## config.mk

```make
export PLATFORM = sky130hd
export DESIGN_NAME = np_iomem_uart_flat
export DESIGN_NICKNAME = d
export VERILOG_FILES = /design/src/rtl/np_iomem_uart_if.sv /design/src/rtl/np_iomem_uart.sv /design/src/flat_wrapper.sv
export SDC_FILE = /design/constraint.sdc
export NUM_CORES = 1
export LEC_CHECK = 0
export CAP_MARGIN = 20
export CELL_PAD_IN_SITES_DETAIL_PLACEMENT = 1
export CELL_PAD_IN_SITES_GLOBAL_PLACEMENT = 2
export CORE_MARGIN = 8
export CORE_UTILIZATION = 35
export DETAILED_ROUTE_END_ITERATION = 7
export GPL_ROUTABILITY_DRIVEN = 0
export PLACE_DENSITY = 0.73
export SLEW_MARGIN = 40
export SYNTH_ARGS = -nofsm -noshare
export SYNTH_HDL_FRONTEND = slang
export SYNTH_SLANG_ARGS = --single-unit
```

## constraint.sdc

```tcl
create_clock -name CLK -period 2.9 [get_ports CLK]
set_input_delay 0.58 -clock CLK [delete_from_list [all_inputs] [get_ports CLK]]
set_output_delay 0.58 -clock CLK [all_outputs]
set_load 0.005 [all_outputs]
```

## src/rtl/np_iomem_uart_if.sv

```systemverilog
// rtl/np_iomem_uart_if.sv - picosoc iomem bus bundle for the UART register window
interface np_iomem_uart_if;
  logic        iomem_valid;
  logic        iomem_ready;
  logic [3:0]  iomem_wstrb;
  logic [31:0] iomem_addr;
  logic [31:0] iomem_wdata;
  logic [31:0] iomem_rdata;

  modport master (
    output iomem_valid, iomem_wstrb, iomem_addr, iomem_wdata,
    input  iomem_ready, iomem_rdata
  );

  modport slave (
    input  iomem_valid, iomem_wstrb, iomem_addr, iomem_wdata,
    output iomem_ready, iomem_rdata
  );
endinterface

```

## src/rtl/np_iomem_uart.sv

```systemverilog
// rtl/np_iomem_uart.sv - buffered iomem UART with TX/RX FIFOs, baud divider, sticky errors, IRQ
module np_iomem_uart #(
  parameter logic [31:0] BASE_ADDR  = 32'h0300_0000,
  parameter int          FIFO_DEPTH = 16,
  parameter int          DIV_RESET  = 104
) (
  input  logic              CLK,
  input  logic              RST,
  np_iomem_uart_if.slave    bus,
  input  logic              SERIAL_RX,
  output logic              SERIAL_TX,
  output logic              IRQ
);
  localparam int AW = $clog2(FIFO_DEPTH);
  localparam logic [AW:0] FULL = (AW+1)'(FIFO_DEPTH);

  typedef enum logic [1:0] {TX_IDLE, TX_LOAD, TX_RUN} tx_state_t;
  typedef enum logic [1:0] {RX_IDLE, RX_START, RX_DATA, RX_STOP} rx_state_t;

  logic [15:0] div_q, div_next;
  logic [2:0]  ctrl_q;
  logic        ovr_q, ferr_q;

  logic [7:0]  tx_mem [FIFO_DEPTH];
  logic [7:0]  rx_mem [FIFO_DEPTH];
  logic [AW-1:0] tx_wp, tx_rp, rx_wp, rx_rp;
  logic [AW:0]   tx_cnt, rx_cnt;

  tx_state_t   tx_state;
  logic [9:0]  tx_frame;
  logic [15:0] tx_div, tx_clk;
  logic [3:0]  tx_bit;

  rx_state_t   rx_state;
  logic        rx_s1, rx_s2, rx_prev;
  logic [15:0] rx_div, rx_clk;
  logic [2:0]  rx_bit;
  logic [7:0]  rx_shift;

  logic        acc, wr, tx_full, tx_empty, rx_ne, rx_full, tx_idle;
  logic        tx_push, tx_pop, rx_push, rx_pop, rx_stop_hit, rx_line;
  logic [1:0]  reg_sel;
  logic [8:0]  rx_occ;
  logic [31:0] status;
  logic        unused_bits;

  // A request is accepted once: ready itself masks the still-held valid.
  assign acc      = bus.iomem_valid && (bus.iomem_addr[31:4] == BASE_ADDR[31:4]) && !bus.iomem_ready;
  assign wr       = |bus.iomem_wstrb;
  assign reg_sel  = bus.iomem_addr[3:2];
  assign tx_full  = (tx_cnt == FULL);
  assign tx_empty = (tx_cnt == '0);
  assign rx_ne    = (rx_cnt != '0);
  assign rx_full  = (rx_cnt == FULL);
  assign tx_idle  = tx_empty && (tx_state == TX_IDLE);
  assign tx_push  = acc && wr && (reg_sel == 2'd0) && bus.iomem_wstrb[0] && !tx_full;
  assign tx_pop   = (tx_state == TX_IDLE) && !tx_empty;
  assign rx_pop   = acc && !wr && (reg_sel == 2'd0) && rx_ne;
  assign rx_stop_hit = (rx_state == RX_STOP) && (rx_clk == rx_div);
  assign rx_push  = rx_stop_hit && rx_s2 && (!rx_full || rx_pop);
  assign rx_line  = ctrl_q[2] ? SERIAL_TX : SERIAL_RX;
  assign rx_occ   = 9'(rx_cnt);
  assign status   = {16'b0, rx_occ[7:0], 3'b0, ferr_q, ovr_q, tx_idle, tx_full, rx_ne};
  assign unused_bits = ^{bus.iomem_addr[1:0], bus.iomem_wdata[31:16], bus.iomem_wstrb[3:2], rx_occ[8]};

  always_comb begin
    div_next = div_q;
    if (bus.iomem_wstrb[0]) div_next[7:0]  = bus.iomem_wdata[7:0];
    if (bus.iomem_wstrb[1]) div_next[15:8] = bus.iomem_wdata[15:8];
    if (div_next < 16'd4)   div_next       = 16'd4;
  end

  always_ff @(posedge CLK or negedge RST) begin
    if (!RST) begin
      bus.iomem_ready <= 1'b0;
      bus.iomem_rdata <= '0;
      div_q  <= 16'(DIV_RESET);
      ctrl_q <= '0;
      ovr_q  <= 1'b0;
      ferr_q <= 1'b0;
      IRQ    <= 1'b0;
    end else begin
      bus.iomem_ready <= acc;
      bus.iomem_rdata <= '0;
      if (acc) begin
        case (reg_sel)
          2'd0: if (!wr) bus.iomem_rdata <= rx_ne ? {24'b0, rx_mem[rx_rp]} : 32'hFFFF_FFFF;
          2'd1: begin
            bus.iomem_rdata <= {16'b0, div_q};
            if (wr) div_q <= div_next;
          end
          2'd2: bus.iomem_rdata <= status;
          default: begin
            bus.iomem_rdata <= {29'b0, ctrl_q};
            if (bus.iomem_wstrb[0]) ctrl_q <= bus.iomem_wdata[2:0];
          end
        endcase
      end
      // A new error event in the same cycle as a clear wins.
      if (acc && (reg_sel == 2'd2) && bus.iomem_wstrb[0]) begin
        if (bus.iomem_wdata[3]) ovr_q  <= 1'b0;
        if (bus.iomem_wdata[4]) ferr_q <= 1'b0;
      end
      if (rx_stop_hit && !rx_s2) ferr_q <= 1'b1;
      if (rx_stop_hit && rx_s2 && rx_full && !rx_pop) ovr_q <= 1'b1;
      IRQ <= (ctrl_q[0] && rx_ne) || (ctrl_q[1] && tx_idle);
    end
  end

  always_ff @(posedge CLK or negedge RST) begin
    if (!RST) begin
      tx_wp <= '0; tx_rp <= '0; tx_cnt <= '0;
      rx_wp <= '0; rx_rp <= '0; rx_cnt <= '0;
    end else begin
      if (tx_push) tx_wp <= tx_wp + AW'(1);
      if (tx_pop)  tx_rp <= tx_rp + AW'(1);
      if (rx_push) rx_wp <= rx_wp + AW'(1);
      if (rx_pop)  rx_rp <= rx_rp + AW'(1);
      tx_cnt <= tx_cnt + (AW+1)'(tx_push) - (AW+1)'(tx_pop);
      rx_cnt <= rx_cnt + (AW+1)'(rx_push) - (AW+1)'(rx_pop);
    end
  end

  always_ff @(posedge CLK) begin
    if (tx_push) tx_mem[tx_wp] <= bus.iomem_wdata[7:0];
    if (rx_push) rx_mem[rx_wp] <= rx_shift;
  end

  // Frame is shifted out LSB first; ones shifted in keep the line high after stop.
  always_ff @(posedge CLK or negedge RST) begin
    if (!RST) begin
      tx_state  <= TX_IDLE;
      SERIAL_TX <= 1'b1;
      tx_frame  <= '1;
      tx_div    <= 16'd4;
      tx_clk    <= '0;
      tx_bit    <= '0;
    end else begin
      case (tx_state)
        TX_IDLE: if (!tx_empty) begin
          tx_frame <= {1'b1, tx_mem[tx_rp], 1'b0};
          tx_div   <= div_q;
          tx_state <= TX_LOAD;
        end
        TX_LOAD: begin
          SERIAL_TX <= tx_frame[0];
          tx_frame  <= {1'b1, tx_frame[9:1]};
          tx_clk    <= 16'd1;
          tx_bit    <= '0;
          tx_state  <= TX_RUN;
        end
        default: if (tx_clk == tx_div) begin
          tx_clk <= 16'd1;
          if (tx_bit == 4'd9) begin
            tx_state <= TX_IDLE;
          end else begin
            SERIAL_TX <= tx_frame[0];
            tx_frame  <= {1'b1, tx_frame[9:1]};
            tx_bit    <= tx_bit + 4'd1;
          end
        end else begin
          tx_clk <= tx_clk + 16'd1;
        end
      endcase
    end
  end

  always_ff @(posedge CLK or negedge RST) begin
    if (!RST) begin
      rx_s1    <= 1'b1;
      rx_s2    <= 1'b1;
      rx_prev  <= 1'b1;
      rx_state <= RX_IDLE;
      rx_div   <= 16'd4;
      rx_clk   <= '0;
      rx_bit   <= '0;
      rx_shift <= '0;
    end else begin
      rx_s1   <= rx_line;
      rx_s2   <= rx_s1;
      rx_prev <= rx_s2;
      case (rx_state)
        RX_IDLE: if (rx_prev && !rx_s2) begin
          rx_div   <= div_q;
          rx_clk   <= 16'd1;
          rx_state <= RX_START;
        end
        RX_START: if (rx_clk == {1'b0, rx_div[15:1]}) begin
          rx_clk   <= 16'd1;
          rx_bit   <= '0;
          rx_state <= rx_s2 ? RX_IDLE : RX_DATA;
        end else begin
          rx_clk <= rx_clk + 16'd1;
        end
        RX_DATA: if (rx_clk == rx_div) begin
          rx_shift <= {rx_s2, rx_shift[7:1]};
          rx_clk   <= 16'd1;
          rx_bit   <= rx_bit + 3'd1;
          if (rx_bit == 3'd7) rx_state <= RX_STOP;
        end else begin
          rx_clk <= rx_clk + 16'd1;
        end
        default: if (rx_clk == rx_div) begin
          rx_state <= RX_IDLE;
        end else begin
          rx_clk <= rx_clk + 16'd1;
        end
      endcase
    end
  end
endmodule

```

## src/flat_wrapper.sv

```systemverilog
// flat-port wrapper written by rule: the top's interface ports become plain ports
module np_iomem_uart_flat 
#(
  parameter logic [31:0] BASE_ADDR  = 32'h0300_0000,
  parameter int          FIFO_DEPTH = 16,
  parameter int          DIV_RESET  = 104
)
  (CLK, RST, SERIAL_RX, SERIAL_TX, IRQ, bus_iomem_valid, bus_iomem_wstrb, bus_iomem_addr, bus_iomem_wdata, bus_iomem_ready, bus_iomem_rdata);
  np_iomem_uart_if bus_i ();
  input  logic CLK;
  input  logic RST;
  input  logic SERIAL_RX;
  output logic SERIAL_TX;
  output logic IRQ;
  input wire logic [$bits(bus_i.iomem_valid)-1:0] bus_iomem_valid;
  input wire logic [$bits(bus_i.iomem_wstrb)-1:0] bus_iomem_wstrb;
  input wire logic [$bits(bus_i.iomem_addr)-1:0] bus_iomem_addr;
  input wire logic [$bits(bus_i.iomem_wdata)-1:0] bus_iomem_wdata;
  output wire logic [$bits(bus_i.iomem_ready)-1:0] bus_iomem_ready;
  output wire logic [$bits(bus_i.iomem_rdata)-1:0] bus_iomem_rdata;
  assign bus_i.iomem_valid = bus_iomem_valid;
  assign bus_i.iomem_wstrb = bus_iomem_wstrb;
  assign bus_i.iomem_addr = bus_iomem_addr;
  assign bus_i.iomem_wdata = bus_iomem_wdata;
  assign bus_iomem_ready = bus_i.iomem_ready;
  assign bus_iomem_rdata = bus_i.iomem_rdata;
  np_iomem_uart #(.BASE_ADDR(BASE_ADDR), .FIFO_DEPTH(FIFO_DEPTH), .DIV_RESET(DIV_RESET)) u_core (.CLK(CLK), .RST(RST), .bus(bus_i), .SERIAL_RX(SERIAL_RX), .SERIAL_TX(SERIAL_TX), .IRQ(IRQ));
endmodule
```

# Yosys cells after proc, flatten, opt, wreduce, memory -nomap -nowiden

Memory sizes are Yosys's and may differ from the RTL's.
Index checks and enable logic that the tools add are counted.

Bits in registers: 178
RAM bits: 256
Output and inout bits: 35
Logic and storage cells: 176
Memories: 2

$add $sub $neg: 12
$lt $le $gt $ge: 1
Eq/ne operators: 22
Mux-type cells: 49
Bitwise operators: 3
Reductions and logical operators: 60

Memory list:

| memory        | words | width | read ports | clocked after Yosys merged registers in | write ports | line                | text |
|---|---|---|---|---|---|---|---|
| u_core.rx_mem | 16    | 8     | 1          | 0                                       | 1           | np_iomem_uart.sv:25 | `logic [7:0] rx_mem [FIFO_DEPTH];` |
| u_core.tx_mem | 16    | 8     | 1          | 0                                       | 1           | np_iomem_uart.sv:24 | `logic [7:0] tx_mem [FIFO_DEPTH];` |

Operator list:

| cell                                                                    | count |
|---|---|
| 16-bit 2-to-1 mux                                                       | 6 |
| 32-bit 2-to-1 mux                                                       | 3 |
| 32-bit case mux with 3 select lines                                     | 1 |
| 16-bit case mux with 3 select lines                                     | 1 |
| 16-bit by 1-bit adder with 16-bit output, second input constant         | 2 |
| 16-bit equality test                                                    | 2 |
| 16-bit case mux with 2 select lines                                     | 1 |
| 10-bit 2-to-1 mux                                                       | 3 |
| 28-bit by 22-bit equality test with 1-bit output, second input constant | 1 |
| 1-bit logical AND                                                       | 22 |
| 4-bit by 1-bit adder with 4-bit output, second input constant           | 5 |
| 10-bit case mux with 2 select lines                                     | 1 |
| 2-bit 2-to-1 mux                                                        | 9 |
| 3-bit AND reduction                                                     | 6 |
| 16-bit by 15-bit equality test with 1-bit output                        | 1 |
| 16-bit by 3-bit < comparator with 1-bit output, second input constant   | 1 |
| 8-bit 2-to-1 mux                                                        | 2 |
| 1-bit 2-to-1 mux                                                        | 13 |
| 2-bit AND reduction                                                     | 6 |
| 2-bit nonzero test                                                      | 6 |
| 5-bit by 1-bit adder with 5-bit output                                  | 2 |
| 5-bit equality test, second input constant                              | 2 |
| 5-bit by 1-bit subtractor with 5-bit output                             | 2 |
| 3-bit nonzero test                                                      | 3 |
| 25 further kinds                                                        | 46 |

# Depth between registers and ports, before layout

Gate-level depths: netlist of the first run.

Word-level depth: 10
Gate-level depth with buffers: 15
Mapped depth without buffers: 15

# Worst setup path after synthesis of the first run

OpenSTA, ideal clock, no wires.

Kind: in2reg
Start point: in bus_iomem_addr[28]
End point: reg u_core.rx_cnt[4]
Arrival time: 3.178 ns
Required time: 2.775 ns
Setup slack: -0.404 ns
Stages: 15
Path buffers: 1
Path through: nor4b_1 nand4_1 or2_1 clkbuf_1 nor3_1 ha_1 inv_1 ha_1 inv_1 fa_1 inv_1 a21oi_1 nor2_1 nor2_1 xnor2_1

Longest elaborated chain between the ends: 10

RTL lines:

| item                                                 | line                 | text |
|---|---|---|
| from (decl)                                          | flat_wrapper.sv:17   | `input wire logic [$bits(bus_i.iomem_addr)-1:0] bus_iomem_addr;` |
| 28-bit by 22-bit equality test with 1-bit output (*) | np_iomem_uart.sv:48  | `assign acc = bus.iomem_valid && (bus.iomem_addr[31:4] == BASE_ADDR[31:4]) && !bus.iomem_ready;` |
| 1-bit logical AND (*) (2 in series)                  | np_iomem_uart.sv:48  |  |
| 1-bit logical AND (*) (3 in series)                  | np_iomem_uart.sv:58  | `assign rx_pop = acc && !wr && (reg_sel == 2'd0) && rx_ne;` |
| via u_core.rx_pop                                    | np_iomem_uart.sv:41  | `logic tx_push, tx_pop, rx_push, rx_pop, rx_stop_hit, rx_line;` |
| 1-bit logical OR                                     | np_iomem_uart.sv:60  | `assign rx_push = rx_stop_hit && rx_s2 && (!rx_full \|\| rx_pop);` |
| 1-bit logical AND                                    | np_iomem_uart.sv:60  |  |
| 5-bit by 1-bit adder with 5-bit output               | np_iomem_uart.sv:120 | `rx_cnt <= rx_cnt + (AW+1)'(rx_push) - (AW+1)'(rx_pop);` |
| 5-bit by 1-bit subtractor with 5-bit output (*)      | np_iomem_uart.sv:120 |  |
| to (signal assigned)                                 | np_iomem_uart.sv:120 |  |
| to (decl)                                            | np_iomem_uart.sv:27  | `logic [AW:0] tx_cnt, rx_cnt;` |

Mark *: on every way through the listed nets, which the timed path passes. The rest lies on a longest branch.
A chain may end at the register's enable or synchronous reset.

# Final worst setup path of the first run

Start point: in bus_iomem_wstrb[1]
End point: reg u_core.rx_cnt[4]

Longest elaborated chain between the ends: 9

RTL lines:

| item                                            | line                 | text |
|---|---|---|
| from (decl)                                     | flat_wrapper.sv:16   | `input wire logic [$bits(bus_i.iomem_wstrb)-1:0] bus_iomem_wstrb;` |
| 4-bit OR reduction (*)                          | np_iomem_uart.sv:49  | `assign wr = \|bus.iomem_wstrb;` |
| 1-bit zero test (*)                             | np_iomem_uart.sv:58  |  |
| 1-bit logical AND (*) (3 in series)             | np_iomem_uart.sv:58  |  |
| 1-bit logical OR                                | np_iomem_uart.sv:60  |  |
| 1-bit logical AND                               | np_iomem_uart.sv:60  |  |
| 5-bit by 1-bit adder with 5-bit output          | np_iomem_uart.sv:120 |  |
| 5-bit by 1-bit subtractor with 5-bit output (*) | np_iomem_uart.sv:120 |  |

Mark *: on every way between the ends. The rest lies on a longest branch, timed or not.

==> results of run 1 <==
==> metrics by stage <==
stage / setup TNS [ns] / power (mW) / setup WS (ns) / cell area, um^2
2_1_floorplan: -10.92 / 8.20 / -0.295 / 18500
3_3_place_gp: -150.13 / 8.87 / -0.712 / 20900
3_5_place_dp: -167.03 / 8.95 / -0.763 / 20900
4_1_cts: 0 / 15.3 / 0.0122 / 22700
5_1_grt: -0.0573 / 15.7 / -0.0573 / 22800
6_report: 0 / 15.1 / 0.0742 / 22800
==> worst max-delay path: stages <==
cell	delay [ns]
clkdlybuf4s15_1	0.25
or4_4	0.56
or3_4	0.39
o311ai_4	0.30
nand4_4	0.13
inv_2	0.08
ha_2	0.18
inv_2	0.04
fa_2	0.36
inv_2	0.06
a21oi_2	0.04
nor2_1	0.10
nor2_1	0.07
xnor2_1	0.17
==> power by group <==
group | internal, mW | switching (mW) | total [mW]
registers | 6.65 | 0.358 | 7.01
clock network | 3.77 | 2.47 | 6.24
logic | 0.757 | 1.07 | 1.83
==> sequential cells by signal, indices dropped and copies added, names as in the netlist, 5 cells and up <==
signal and cells:
u_core.rx_mem 128, u_core.tx_mem 128, u_core.bus.iomem_rdata 17, u_core.div_q 16, u_core.rx_clk 16, u_core.rx_div 16, u_core.tx_clk 16, u_core.tx_div 16
u_core.tx_frame 9, u_core.rx_shift 8, u_core.rx_cnt 5, u_core.tx_cnt 5
==> metal layers <==
metal | wire length [um] | track usage [%] | up-vias
met4 | 1320 | 5.16 | 0
met3 | 2070 | 3.17 | 71
met1 | 20500 | 20.3 | 5646
met2 | 22600 | 25.6 | 204
li1 | - | - | 4995
met5 | 0 | 0 | -
==> Yosys cell counts, types with 5 or more instances <==
master and n:
edfxtp_1 256, dfrtp_1 144, mux4_2 70, mux2_2 67, nor2_1 55, nand2_1 47, xnor2_1 46, inv_1 45
o21ai_0 42, clkbuf_1 39, ha_1 33, a21oi_1 30, and2_1 23, nand4_1 22, nor4_1 22, a22o_1 21
nand3_1 21, xor2_1 21, dfstp_2 18, buf_4 16, nor3_1 16, and3_1 15, mux2i_1 14, buf_2 11
nor2b_1 11, a221o_1 9, a22oi_1 6, buf_6 6, o31ai_1 6, a32o_1 5, buf_1 5, o22a_1 5
==> worst min-delay path by stage <==
stage	startpoint	to	slack, ns
CTS	u_core.rx_s1$_DFF_PN1_	u_core.rx_s2$_DFF_PN1_	0.39
finish	u_core.rx_s1$_DFF_PN1_	u_core.rx_s2$_DFF_PN1_	0.40
floorplan	RST	u_core.IRQ$_DFF_PN0_	0.28
global route	u_core.rx_s1$_DFF_PN1_	u_core.rx_s2$_DFF_PN1_	0.40
global placement	u_core.rx_s1$_DFF_PN1_	u_core.rx_s2$_DFF_PN1_	0.37
detailed placement	u_core.rx_s1$_DFF_PN1_	u_core.rx_s2$_DFF_PN1_	0.36
==> cell families after synthesis <==
logic type,count (synthesis)
buffers and inverters,124
adders and majority gates,35
AOI/OAI and AO/OA,160
muxes,151
xor gates and xnor gates,71
and+or+nand+nor,263
DFF,418
==> area by class of cell <==
cell class              instances  share of cell area, %
multi-input cells             680                   27.5
repair buffers                205                   9.04
inverters                      47                  0.774
well taps                     688                   3.78
diodes                          2                 0.0219
clock buffers                  59                   5.58
flip-flops and latches        418                   51.6
clock inverters                27                   1.68
==> what timing repair did <==
action	in CTS	in global routing
gates resized for setup	14	39
endpoints found under the setup margin	98	187
hold buffers	1	0
pin swaps	7	20
setup buffers	2	2
endpoints found under the hold margin	41	0
==> metrics.md, run 1 <==
| Metric | Value |
|---|---|
| R2r setup slk | `0.14 ns` |
| Worst Setup SP | `bus_iomem_wstrb[1]` |
| Layout Area Growth over Synthesis | `23.5%` |
| Simple-gate portion of the synthesized area | `7.66%` |
| Syn avg cell area | `15.1 um^2` |
| Die H | `246 um` |
| FF+latch count, synth | `418` |
| Adder-Cell Fraction of Synth Area | `2.45%` |
| Antenna viol nets, final | `0` |
| RSZ-0062 raised after global routing | `yes` |
| Top FF cell, synth | `edfxtp_1` |
| Sink Count | `418` |
| Synth Area in XOR/XNOR | `3.53%` |
| First-pass DRT Iterations | `5` |
| Initial antenna violation count | `1` |
| HPWL Detailed | `32800 um` |
| Commonest non-fill, non-tap cell in the layout | `edfxtp_1` |
| Drt wl/cell | `21.9 um` |
| Placed Instances | `2033` |
| Worst Setup EP | `u_core.rx_cnt[4]$_DFF_PN0_` |
| TritonCTS Buffers | `46` |
| Post-Syn Area | `18500 um^2` |
| Clock latency at the later pin of the worst-skew pair | `0.60 ns` |
| Largest fanout on the critical path | `3` |
| Syn_nets | `1329` |
| Combinational family with the most area after synthesis | `multiplexers` |
| Final hold viol count | `0` |
| Hold WS | `0.397 ns` |
| Post-synth cell types | `70` |
| RR Startpoint | `u_core.bus.iomem_ready$_DFF_PN0_` |
| Pins Over Slew Limit | `0` |
| Setup violators final | `0` |
| I/O pin count | `107` |
| CTS Buffer Depth | `3` |
| YS warnings | `0` |
| Vias per cell | `5.13` |
| Post-synthesis compound-gate area fraction | `6.10%` |
| Post-synth top area share | `41.6%` |
| Most frequent cells in the layout | `256 x edfxtp_1, 141 x dfrtp_1, 96 x buf_4` |
| Hold Crit Class | `reg2reg` |
| Grt ovf | `0` |
| Core Area | `52300 um^2` |
| First-pass GRT wire length | `72900 um` |
| Util after Layout | `43.6%` |
| Cell taking the most area after synthesis | `edfxtp_1` |
| Worst slew margin | `48.9%` |
| Slew of the pin with the lowest slew margin | `0.764 ns` |
| Remaining DRCs | `0` |
| Die ar. | `60400 um^2` |
| Starting Density | `35.3%` |
| Max Clock Skew | `0.0296 ns` |
| Total wire length | `46500 um` |
| Multi-input logic area | `6280 um^2` |
| P_leak | `8.74 nW` |
| H-tree depth | `2` |
| Mux cell area share after synthesis | `13.4%` |
| Layout cells sized above 1 | `27.7%` |
| Register-to-Register Path Depth | `15` |
| Power Density | `661 nW/um^2` |
| Rows | `84` |
| Area contributors post-synth | `edfxtp_1 42%, dfrtp_1 20%, mux4_2 8.5%` |
| R2R Path End | `u_core.rx_cnt[4]$_DFF_PN0_` |
| Fin cells | `2126` |
| Register area | `11800 um^2` |
| Fillers | `5269` |
| Critical path data required time | `3.39 ns` |
| Hold Path Stages | `0` |
| Period utilization | `97.4%` |
| CP startpoint kind | `primary input` |
| Port bufs | `88` |
| Total of max-cap violations | `0` |
| Peak supply drop | `0.371 mV` |
| GRT Total Usage | `15.5%` |
| Final min period | `2.83 ns` |
| Async SR Flop Fraction | `38.8%` |
| Die width | `246 um` |
| Mapped Cells | `1222` |
| Vias in the first global route | `12.0k` |
| Post-synth EDFFs | `256` |
| Root Buffer Master | `clkbuf_16` |
| CTS tree | `yes` |
| Final nets | `1505` |
| Critical path type | `in2reg` |
| CTS clock-pin slew for the worst setup and hold paths | `0.06 ns` |
| Fmax | `0.354 GHz` |
| DRT iter0 DRCs | `668` |
| Largest net degree at the start of global routing | `59` |
| Seq/Total Area, Yosys | `63.7%` |
| CP Data Arrival Time | `3.31 ns` |
| Via Count | `10.9k` |
| CP Capture Type | `flop` |
| Outcome | `complete, no violations` |
Note: power is estimated with default switching activity, not from simulation.
==> run 2, diff against run 1 <==
- PLACE_DENSITY: 0.73 -> 0.7
- SLEW_MARGIN: 40 -> unset
- clock period: 2.9 -> 3.1 ns (I/O delays scaled with it)
==> run 2 against run 1 <==
Against the previous run: register-to-register slack improved by 0.09 ns; setup slack improved by 0.044 ns; via count increased by 0.38%; die area unchanged; sequential power decreased by 6.1%.
==> metrics.md, run 2 (synthesis gave the netlist of run 1 again) <==
| Metric | Value |
|---|---|
| Outcome | `complete, no violations` |
| CP startpoint kind | `primary input` |
| Met3 Use GR | `2.48%` |
| Port bufs | `88` |
| CTS clock-pin slew for the worst setup and hold paths | `0.06 ns` |
| CTS tree | `yes` |
| Final hold viol count | `0` |
| Die ar. | `60400 um^2` |
| Period utilization | `96.2%` |
| Largest net degree at the start of global routing | `56` |
| DRT iter0 DRCs | `729` |
| CTS Buffer Depth | `3` |
| Grt ovf | `0` |
| Fillers | `5238` |
| Layout cells sized above 1 | `25.1%` |
| Initial antenna violation count | `0` |
| H-tree depth | `2` |
| Vias in the first global route | `11.8k` |
| Largest fanout on the critical path | `3` |
| Setup_tns | `0 ns` |
| Die H | `246 um` |
| Worst slew margin | `45.3%` |
| R2r setup slk | `0.23 ns` |
| Max Clock Skew | `0.0267 ns` |
| Final min period | `2.98 ns` |
| Die width | `246 um` |
| HPWL Detailed | `32500 um` |
| I/O pin count | `107` |
| Sink Count | `418` |
| Remaining DRCs | `0` |
| GRT Total Usage | `15.4%` |
| TritonCTS Buffers | `46` |
| Post-place setup slack | `-0.727 ns` |
| GRT met1 Usage | `20.5%` |
| Pins Over Slew Limit | `0` |
| Total wire length | `46400 um` |
| CP Capture Type | `flop` |
| Clock latency at the later pin of the worst-skew pair | `0.58 ns` |
| Peak supply drop | `0.420 mV` |
| Worst Hold End | `u_core.rx_s2$_DFF_PN1_` |
| Diode count | `0` |
| Hold WS | `0.389 ns` |
| Hold path startpoint | `u_core.rx_s1$_DFF_PN1_` |
| Core Area | `52300 um^2` |
| Total of max-cap violations | `0` |
| Top Usage Layer GRT | `met2` |
| Antenna viol nets, final | `0` |
| Util after Layout | `42.8%` |
| Critical path type | `in2reg` |
| Largest regs | `u_core.rx_mem (128), u_core.tx_mem (128), u_core.bus.iomem_rdata (17)` |
| Final nets | `1490` |
| Commonest non-fill, non-tap cell in the layout | `edfxtp_1` |
| Setup ws final | `0.118 ns` |
| RR Startpoint | `u_core.bus.iomem_ready$_DFF_PN0_` |
| Root Buffer Master | `clkbuf_16` |
| Starting Density | `35.3%` |
| Layout Area Growth over Synthesis | `21.3%` |
| Fmax | `0.335 GHz` |
| First-pass GRT wire length | `72200 um` |
| P_leak | `8.34 nW` |
| Drt wl/cell | `22.0 um` |
| First-pass DRT Iterations | `4` |
| Via Count | `11.0k` |
| Most frequent cells in the layout | `256 x edfxtp_1, 142 x dfrtp_1, 85 x clkdlybuf4s50_1` |
| CP Data Arrival Time | `3.44 ns` |
| Setup violators final | `0` |
| Total power | `13.6 mW` |
| Critical path data required time | `3.56 ns` |
| Hold Path Stages | `0` |
| R2R Path End | `u_core.tx_mem[2][5]$_DFFE_PP_` |
| Slew of the pin with the lowest slew margin | `0.815 ns` |
| Register-to-Register Path Depth | `11` |
| Vias per cell | `5.20` |
| Power Density | `607 nW/um^2` |
| Hold Crit Class | `reg2reg` |
| Rows | `84` |
| M2 GR Usage | `25.8%` |
| RSZ-0062 raised after global routing | `no` |
[run 2: cell count changes in the layout (fill, tap and decap cells not counted), moves of 3 or more]
cell             change
buf_12               +3
clkdlybuf4s50_1     +26
clkbuf_1             +5
bufinv_16            -3
nor4_1               +3
clkbuf_8             -3
nor4_2               -3
clkinv_2             -3
buf_4               -17
dlymetal6s2s_1      -23
clkinv_1             +6
nor4b_4              -3
nor2_1               +4
nor2_2               -3
[run 2: worst max-delay path by stage]
stage / start / to / cells after the start / slack, ns
6_report: bus_iomem_wstrb[3] / u_core.rx_cnt[4]$_DFF_PN0_ / 14 / 0.12
5_1_grt: bus_iomem_wstrb[3] / u_core.rx_cnt[4]$_DFF_PN0_ / 14 / 0.003
4_1_cts: bus_iomem_wstrb[1] / u_core.rx_cnt[4]$_DFF_PN0_ / 14 / 0.01
3_5_place_dp: bus_iomem_wstrb[0] / u_core.rx_cnt[4]$_DFF_PN0_ / 14 / -0.73
3_3_place_gp: bus_iomem_wstrb[0] / u_core.rx_cnt[4]$_DFF_PN0_ / 14 / -0.66
2_1_floorplan: bus_iomem_wstrb[0] / u_core.rx_mem[3][0]$_DFFE_PP_ / 5 / -0.14
[run 2: final cells by class]
cell class	instances	area (um^2)	area share, %
clock inverters	26	245	1.09
flip-flops and latches	418	11800	52.5
multi-input cells	680	6200	27.7
repair buffers	190	1930	8.60
clock buffers	60	1220	5.46
inverters	47	176	0.788
well taps	688	861	3.84
[run 2: metal layers]
| metal | vias up | part of all wire (%) |
|---|---|---|
| met5 | - | 0 |
| met1 | 5769 | 45 |
| met2 | 170 | 49 |
| met3 | 66 | 3.2 |
| li1 | 4953 | - |
| met4 | 0 | 2.3 |
[run 2: what timing repair did]
action                                  CTS  global route
hold endpoints to repair                 30             0
cloned                                    0             0
endpoints found under the setup margin   38           167
hold buffers                              1             0
resized for setup                         2            10
pin swaps                                 1             2
buffers inserted                          0             0
[run 2: where the power goes]
part           internal [mW]  switching [mW]
Sequential              6.22           0.356
Clock                   3.12            2.24
Combinational          0.693           0.953
Total                   10.0            3.55
[run 2: metrics by stage]
step | instances | cell area [um^2]
final | 2109 | 22400
after global placement | 2022 | 20900
after floorplan | 1222 | 18500
after CTS | 2109 | 22400
after detailed placement | 2022 | 20900
after global routing | 2109 | 22400
[run 2: worst max-delay path: stages]
cell and delay (ns):
clkdlybuf4s50_1 0.42, or4_4 0.50, or3_4 0.39, o311ai_4 0.31
nand4_4 0.14, inv_2 0.08, ha_1 0.17, inv_1 0.06
fa_2 0.35, inv_1 0.07, a21oi_1 0.06, nor2_1 0.08
nor2_1 0.05, xnor2_1 0.12
